## config.mk

```make
export PLATFORM = sky130hd
export DESIGN_NAME = mem_burst_arbiter
export DESIGN_NICKNAME = d
export VERILOG_FILES = /design/src/rtl/mem_burst_arbiter_pkg.sv /design/src/rtl/mem_burst_arbiter_rr_pick.sv /design/src/rtl/mem_burst_arbiter.sv
export SDC_FILE = /design/constraint.sdc
export NUM_CORES = 1
export LEC_CHECK = 0
export ABC_AREA = 1
export CAP_MARGIN = 20
export CORE_MARGIN = 10
export CORE_UTILIZATION = 50
export CTS_CLUSTER_DIAMETER = 80
export DETAILED_ROUTE_END_ITERATION = 7
export PLACE_DENSITY = 0.81
export SLEW_MARGIN = 20
export SYNTH_ARGS = -nofsm -noshare
export SYNTH_HDL_FRONTEND = slang
export SYNTH_SLANG_ARGS = --single-unit
```

## constraint.sdc

```tcl
create_clock -name clk_i -period 2.8 [get_ports clk_i]
set_input_delay 0.56 -clock clk_i [delete_from_list [all_inputs] [get_ports clk_i]]
set_output_delay 0.56 -clock clk_i [all_outputs]
set_load 0.01 [all_outputs]
```

## src/rtl/mem_burst_arbiter_pkg.sv

```systemverilog
// rtl/mem_burst_arbiter_pkg.sv - shared types and defaults for the burst read-port arbiter
package mem_burst_arbiter_pkg;

  localparam int DEF_N_REQ  = 2;
  localparam int DEF_ADDR_W = 13;
  localparam int DEF_DATA_W = 8;
  localparam int DEF_LEN_W  = 7;
  localparam int DEF_RD_LAT = 1;

  typedef enum logic [1:0] {
    ST_IDLE  = 2'd0,
    ST_ISSUE = 2'd1,
    ST_DRAIN = 2'd2
  } state_e;

  // Requester i owns bits [width*(i+1)-1 : width*i] of a packed per-requester bus.
  function automatic int slice_lsb(input int idx, input int width);
    return idx * width;
  endfunction

endpackage

```

## src/rtl/mem_burst_arbiter_rr_pick.sv

```systemverilog
// rtl/mem_burst_arbiter_rr_pick.sv - combinational round-robin selector, first set bit from ptr upward
module rr_pick
  import mem_burst_arbiter_pkg::*;
#(
  parameter int N_REQ = DEF_N_REQ,
  parameter int IDX_W = $clog2(N_REQ)
) (
  input  logic [N_REQ-1:0] req_i,
  input  logic [IDX_W-1:0] ptr_i,
  output logic             valid_o,
  output logic [N_REQ-1:0] gnt_oh_o,
  output logic [IDX_W-1:0] gnt_idx_o
);

  logic [N_REQ-1:0] rot;
  logic [IDX_W:0]   sum;
  logic             found;

  // Rotate so that the requester at ptr sits at bit 0, then take the lowest set bit.
  always_comb begin
    rot       = N_REQ'({req_i, req_i} >> ptr_i);
    found     = 1'b0;
    sum       = '0;
    gnt_idx_o = '0;
    for (int off = 0; off < N_REQ; off++) begin
      if (!found && rot[off]) begin
        found = 1'b1;
        sum   = {1'b0, ptr_i} + (IDX_W+1)'(off);
        if (sum >= (IDX_W+1)'(N_REQ)) begin
          sum = sum - (IDX_W+1)'(N_REQ);
        end
        gnt_idx_o = sum[IDX_W-1:0];
      end
    end
    gnt_oh_o = '0;
    for (int j = 0; j < N_REQ; j++) begin
      gnt_oh_o[j] = found && (gnt_idx_o == IDX_W'(j));
    end
  end

  assign valid_o = found;

endmodule

```

## src/rtl/mem_burst_arbiter.sv

```systemverilog
// rtl/mem_burst_arbiter.sv - round-robin burst arbiter for the shared character/display RAM read port
module mem_burst_arbiter
  import mem_burst_arbiter_pkg::*;
#(
  parameter int N_REQ  = DEF_N_REQ,
  parameter int ADDR_W = DEF_ADDR_W,
  parameter int DATA_W = DEF_DATA_W,
  parameter int LEN_W  = DEF_LEN_W,
  parameter int RD_LAT = DEF_RD_LAT
) (
  input  logic                    clk_i,
  input  logic                    rst_ni,
  input  logic [N_REQ-1:0]        req_i,
  input  logic [N_REQ*ADDR_W-1:0] base_addr_i,
  input  logic [N_REQ*LEN_W-1:0]  burst_len_i,
  output logic [N_REQ-1:0]        grant_o,
  output logic [ADDR_W-1:0]       mem_addr_o,
  output logic                    mem_rd_o,
  input  logic [DATA_W-1:0]       mem_data_i,
  output logic                    rd_valid_o,
  output logic [DATA_W-1:0]       rd_data_o,
  output logic [LEN_W-1:0]        rd_idx_o,
  output logic [N_REQ-1:0]        done_o,
  output logic                    busy_o
);

  localparam int IDX_W = $clog2(N_REQ);

  state_e            state_q;
  logic [N_REQ-1:0]  grant_q;
  logic [IDX_W-1:0]  ptr_q;
  logic [ADDR_W-1:0] base_q;
  logic [ADDR_W-1:0] mem_addr_q;
  logic [LEN_W-1:0]  len_q;
  logic [LEN_W-1:0]  cnt_q;
  logic              mem_rd_q;
  logic              zlen_q;

  logic [RD_LAT-1:0] pv_q;
  logic [RD_LAT-1:0] pl_q;
  logic [LEN_W-1:0]  pi_q [RD_LAT];

  logic              pick_valid;
  logic [N_REQ-1:0]  pick_oh;
  logic [IDX_W-1:0]  pick_idx;
  logic [ADDR_W-1:0] sel_base;
  logic [LEN_W-1:0]  sel_len;
  logic              is_last;
  logic              drain_ok;

  rr_pick #(
    .N_REQ (N_REQ),
    .IDX_W (IDX_W)
  ) u_rr_pick (
    .req_i     (req_i),
    .ptr_i     (ptr_q),
    .valid_o   (pick_valid),
    .gnt_oh_o  (pick_oh),
    .gnt_idx_o (pick_idx)
  );

  assign sel_base = base_addr_i[slice_lsb(int'(pick_idx), ADDR_W) +: ADDR_W];
  assign sel_len  = burst_len_i[slice_lsb(int'(pick_idx), LEN_W) +: LEN_W];
  assign is_last  = (cnt_q == len_q - LEN_W'(1));

  // The output stage may still hold the final byte; leaving DRAIN only needs the earlier stages empty.
  always_comb begin
    drain_ok = 1'b1;
    for (int i = 0; i < RD_LAT - 1; i++) begin
      if (pv_q[i]) begin
        drain_ok = 1'b0;
      end
    end
  end

  always_ff @(posedge clk_i or negedge rst_ni) begin
    if (!rst_ni) begin
      state_q    <= ST_IDLE;
      grant_q    <= '0;
      ptr_q      <= '0;
      base_q     <= '0;
      mem_addr_q <= '0;
      len_q      <= '0;
      cnt_q      <= '0;
      mem_rd_q   <= 1'b0;
      zlen_q     <= 1'b0;
    end else begin
      zlen_q <= 1'b0;
      case (state_q)
        ST_IDLE: begin
          if (pick_valid) begin
            grant_q <= pick_oh;
            ptr_q   <= (pick_idx == IDX_W'(N_REQ - 1)) ? '0 : pick_idx + IDX_W'(1);
            base_q  <= sel_base;
            len_q   <= sel_len;
            cnt_q   <= '0;
            if (sel_len == '0) begin
              state_q <= ST_DRAIN;
              zlen_q  <= 1'b1;
            end else begin
              state_q    <= ST_ISSUE;
              mem_rd_q   <= 1'b1;
              mem_addr_q <= sel_base;
            end
          end
        end
        ST_ISSUE: begin
          if (is_last) begin
            state_q    <= ST_DRAIN;
            mem_rd_q   <= 1'b0;
            mem_addr_q <= '0;
          end else begin
            cnt_q      <= cnt_q + LEN_W'(1);
            mem_addr_q <= base_q + ADDR_W'(cnt_q) + ADDR_W'(1);
          end
        end
        ST_DRAIN: begin
          if (drain_ok) begin
            state_q <= ST_IDLE;
            grant_q <= '0;
          end
        end
        default: begin
          state_q  <= ST_IDLE;
          grant_q  <= '0;
          mem_rd_q <= 1'b0;
        end
      endcase
    end
  end

  always_ff @(posedge clk_i or negedge rst_ni) begin
    if (!rst_ni) begin
      pv_q <= '0;
      pl_q <= '0;
      for (int i = 0; i < RD_LAT; i++) begin
        pi_q[i] <= '0;
      end
    end else begin
      pv_q[0] <= mem_rd_q;
      pl_q[0] <= mem_rd_q & is_last;
      pi_q[0] <= mem_rd_q ? cnt_q : '0;
      for (int i = 1; i < RD_LAT; i++) begin
        pv_q[i] <= pv_q[i-1];
        pl_q[i] <= pl_q[i-1];
        pi_q[i] <= pi_q[i-1];
      end
    end
  end

  assign grant_o    = grant_q;
  assign mem_addr_o = mem_addr_q;
  assign mem_rd_o   = mem_rd_q;
  assign rd_valid_o = pv_q[RD_LAT-1];
  assign rd_idx_o   = pi_q[RD_LAT-1];
  assign rd_data_o  = mem_data_i;
  assign done_o     = grant_q & {N_REQ{(pv_q[RD_LAT-1] & pl_q[RD_LAT-1]) | zlen_q}};
  assign busy_o     = (state_q != ST_IDLE);

endmodule

```

==> impl_metrics.yaml <==
synth:
  synth_area_sq_mm: 0.00357
  postSynth.asyncResetShare: 1.00
  synth_warnings: 0
  netlist_top_cells_area: "dfrtp_1 39%, nand2_1 17%, nand3_1 5.3%"
  synth_flop_cell: "dfrtp_1"
  synth_edf_count: 0
  syn_nets: 542
  syn_avg_cell_area_sq_um: 7.43
  yosysMostFrequentCell: "nand2_1"
  synthTopCellsByCount: "160 x nand2_1, 56 x dfrtp_1, 49 x inv_1"
  ys_types: 32
  yosysSeqAreaShare: 0.393
  synth-seq-cells: 56
  synth_top_area_cell: "dfrtp_1"
  synth_largest_type_area_fraction: 0.393
  syn_inst: 480
layout:
  num-nets-final: 601
  drive_gt1_frac: 0.0630
  num_antenna_cells: 0
  fin_cells: 636
  areaGrowthSynthToFinish_pct: 23.3
power_and_ir_drop:
  ir_worst_vdd_v: 0.000571
  power.density_mw_per_mm2: 951
  leakagePower_nw: 2.31
global_route:
  busiest_layer: "met2"
  grt_pass1_vias: 3224
  use_met1: 0.209
  gr-usage-met2: 0.269
  grtUsageMet3: 0.0428
  grt.overflow.total: 0
  grt_antenna_before_repair: 0
  grt_max_degree: 31
  gr-usage-all-layers: 0.165
  grt_pass1_wl_mm: 15.3
sta:
  rsz0062_at_grt: "false"
  worstMarginPinSlew_ns: 0.659
  setup_violations: 0
  period_minus_slack_ns: 2.38
  drv_slew: 0
  finalCritPeriodShare: 0.848
  fmax_mhz: 421
  final_hold_viol_count: 0
  slew_headroom: 0.561
  setup_tns_ns: 0
  skew_ns: 0.00943
  setup_slack_ns: 0.424
cts:
  cts-root-buf: "clkbuf_8"
  clk_latency_ns: 0.32
  ctsHoldBuffers: 0
  htree_levels: 2
  clkSinkCount: 56
  clkSlewWorstSetupHoldPaths_ns: 0.10
  cts_setup_buffers: 0
  cts_tree: "done"
  ctsResizeCount: 0
  cts_buffers: 5
  clk_path_buf_depth: 2
setup_path:
  cp-end-kind: "register"
  path_max_fanout: 7
  cp-start-kind: "register"
  cp_data_required_time_ns: 3.01
  crit_arrival_ns: 2.58
  setup.worst_path.class: "register to register"
route:
  drtIter0Drc: 197
  firstDrtPassIters: 4
  wl_mm: 8.84
  num_vias: 3189
  avgViaCountPerCell: 5.01
  wl_per_cell_um: 13.9
  drc_errors: 0
  ant_nets: 0
hold_path:
  holdCritPathClass: "primary input to asynchronous set/reset pin"
die:
  die_h_um: 104
  die_area_sq_mm: 0.0109
  start_util: 0.519
  io_pins: 87
  die_w_um: 104
  design.core.area_sq_mm: 0.00687
  rows: 30
place:
  gp_congestion: 0.882
  dp.cells: 628
  hpwl_mm: 6.80
  dp_slack_ns: 0.359
  portBuffers: 70
run_status:
  outcome: "finished, final reports clean"
flow_run:
  drv_cap: 0
## cells by family (layout without fill, tap and decap cells)
| logic type | after synthesis | count (layout) | share of synthesized area |
|---|---|---|---|
| simple gates | 272 | 272 | 0.345 |
| buf+inv | 79 | 139 | 0.103 |
| flops | 56 | 56 | 0.393 |
| compound gates | 38 | 38 | 0.0558 |
| mux | 13 | 13 | 0.0365 |
| xor+xnor | 12 | 12 | 0.0295 |
| fa+ha+maj | 10 | 10 | 0.0372 |
## worst paths after layout
path	startpoint	to	slack (ns)	cells after the start
max	cnt_q[0]$_DFFE_PN0P_	mem_addr_o[12]$_DFFE_PN0P_	0.42	14
min	rst_ni	mem_rd_o$_DFFE_PN0P_	0.26	1
max reg2reg	cnt_q[0]$_DFFE_PN0P_	mem_addr_o[12]$_DFFE_PN0P_	0.42	14
min reg2reg	base_q[0]$_DFFE_PN0P_	base_q[0]$_DFFE_PN0P_	0.50	2
max in group asynchronous	rst_ni	mem_addr_o[11]$_DFFE_PN0P_	1.94	2
min in group clk_i	base_q[0]$_DFFE_PN0P_	base_q[0]$_DFFE_PN0P_	0.50	2
## layout by cell type (no fill, tap or decap), drive strengths merged, types with 7 or more instances in the layout
cell / count
o21ai: 29
dfrtp: 56
xor2: 7
clkdlybuf4s50: 69
ha: 9
nand3b: 11
nand3: 39
nand2: 170
nor2: 31
inv: 54
mux2i: 13
buf: 7
or2: 13
## final cells by class
| cell class | count | area, sq um |
|---|---|---|
| fill | 584 | 2470 |
| multi-input combinational | 345 | 1800 |
| sequential | 56 | 1400 |
| timing repair buffer | 76 | 753 |
| inverter | 55 | 206 |
| tap | 96 | 120 |
| clock buffer | 5 | 68.8 |
| clock inverter | 3 | 47.5 |
## worst max-delay path, cell delays in order, from the launching register on
cell      delay [ns]
dfrtp_1         0.50
inv_1           0.11
ha_1            0.24
fa_1            0.40
nand3b_1        0.17
nand2_1         0.15
nand2_1         0.07
nand2_1         0.18
nand2_1         0.07
nand2_1         0.06
nand2_1         0.05
nand3_1         0.08
nand2_1         0.07
nand2_1         0.07
nand2_1         0.05
## flip-flops by register name, indices dropped and copies added, names as in the netlist
| name | count |
|---|---|
| base_q | 13 |
| cnt_q | 7 |
| grant_o | 2 |
| len_q | 7 |
| mem_addr_o | 13 |
| mem_rd_o | 1 |
| pl_q | 1 |
| ptr_q | 1 |
| rd_idx_o | 7 |
| rd_valid_o | 1 |
| state_q | 2 |
| zlen_q | 1 |
## stage by stage
step	util	hold slack, ns	cell area, sq um	total power, mW
after floorplan	-	0.264	3570	2.90
after global placement	0.623	0.468	4280	3.56
after detailed placement	0.623	0.481	4280	3.63
after CTS	0.640	0.274	4400	4.19
after global routing	0.640	0.295	4400	4.60
final	0.640	0.264	4400	4.18
## where the power goes
group / internal, mW / total (mW) / switching (mW)
Clock: 0.270 / 0.548 / 0.278
Sequential: 1.13 / 1.41 / 0.284
Combinational: 0.946 / 2.23 / 1.28
Total: 2.34 / 4.18 / 1.84
## layer usage
metal	vias up	wire [um]
met5	-	0
met4	0	116
met3	11	641
met2	89	4180
met1	1476	3900
li1	1613	-
Note: power is estimated with default switching activity, not from simulation.
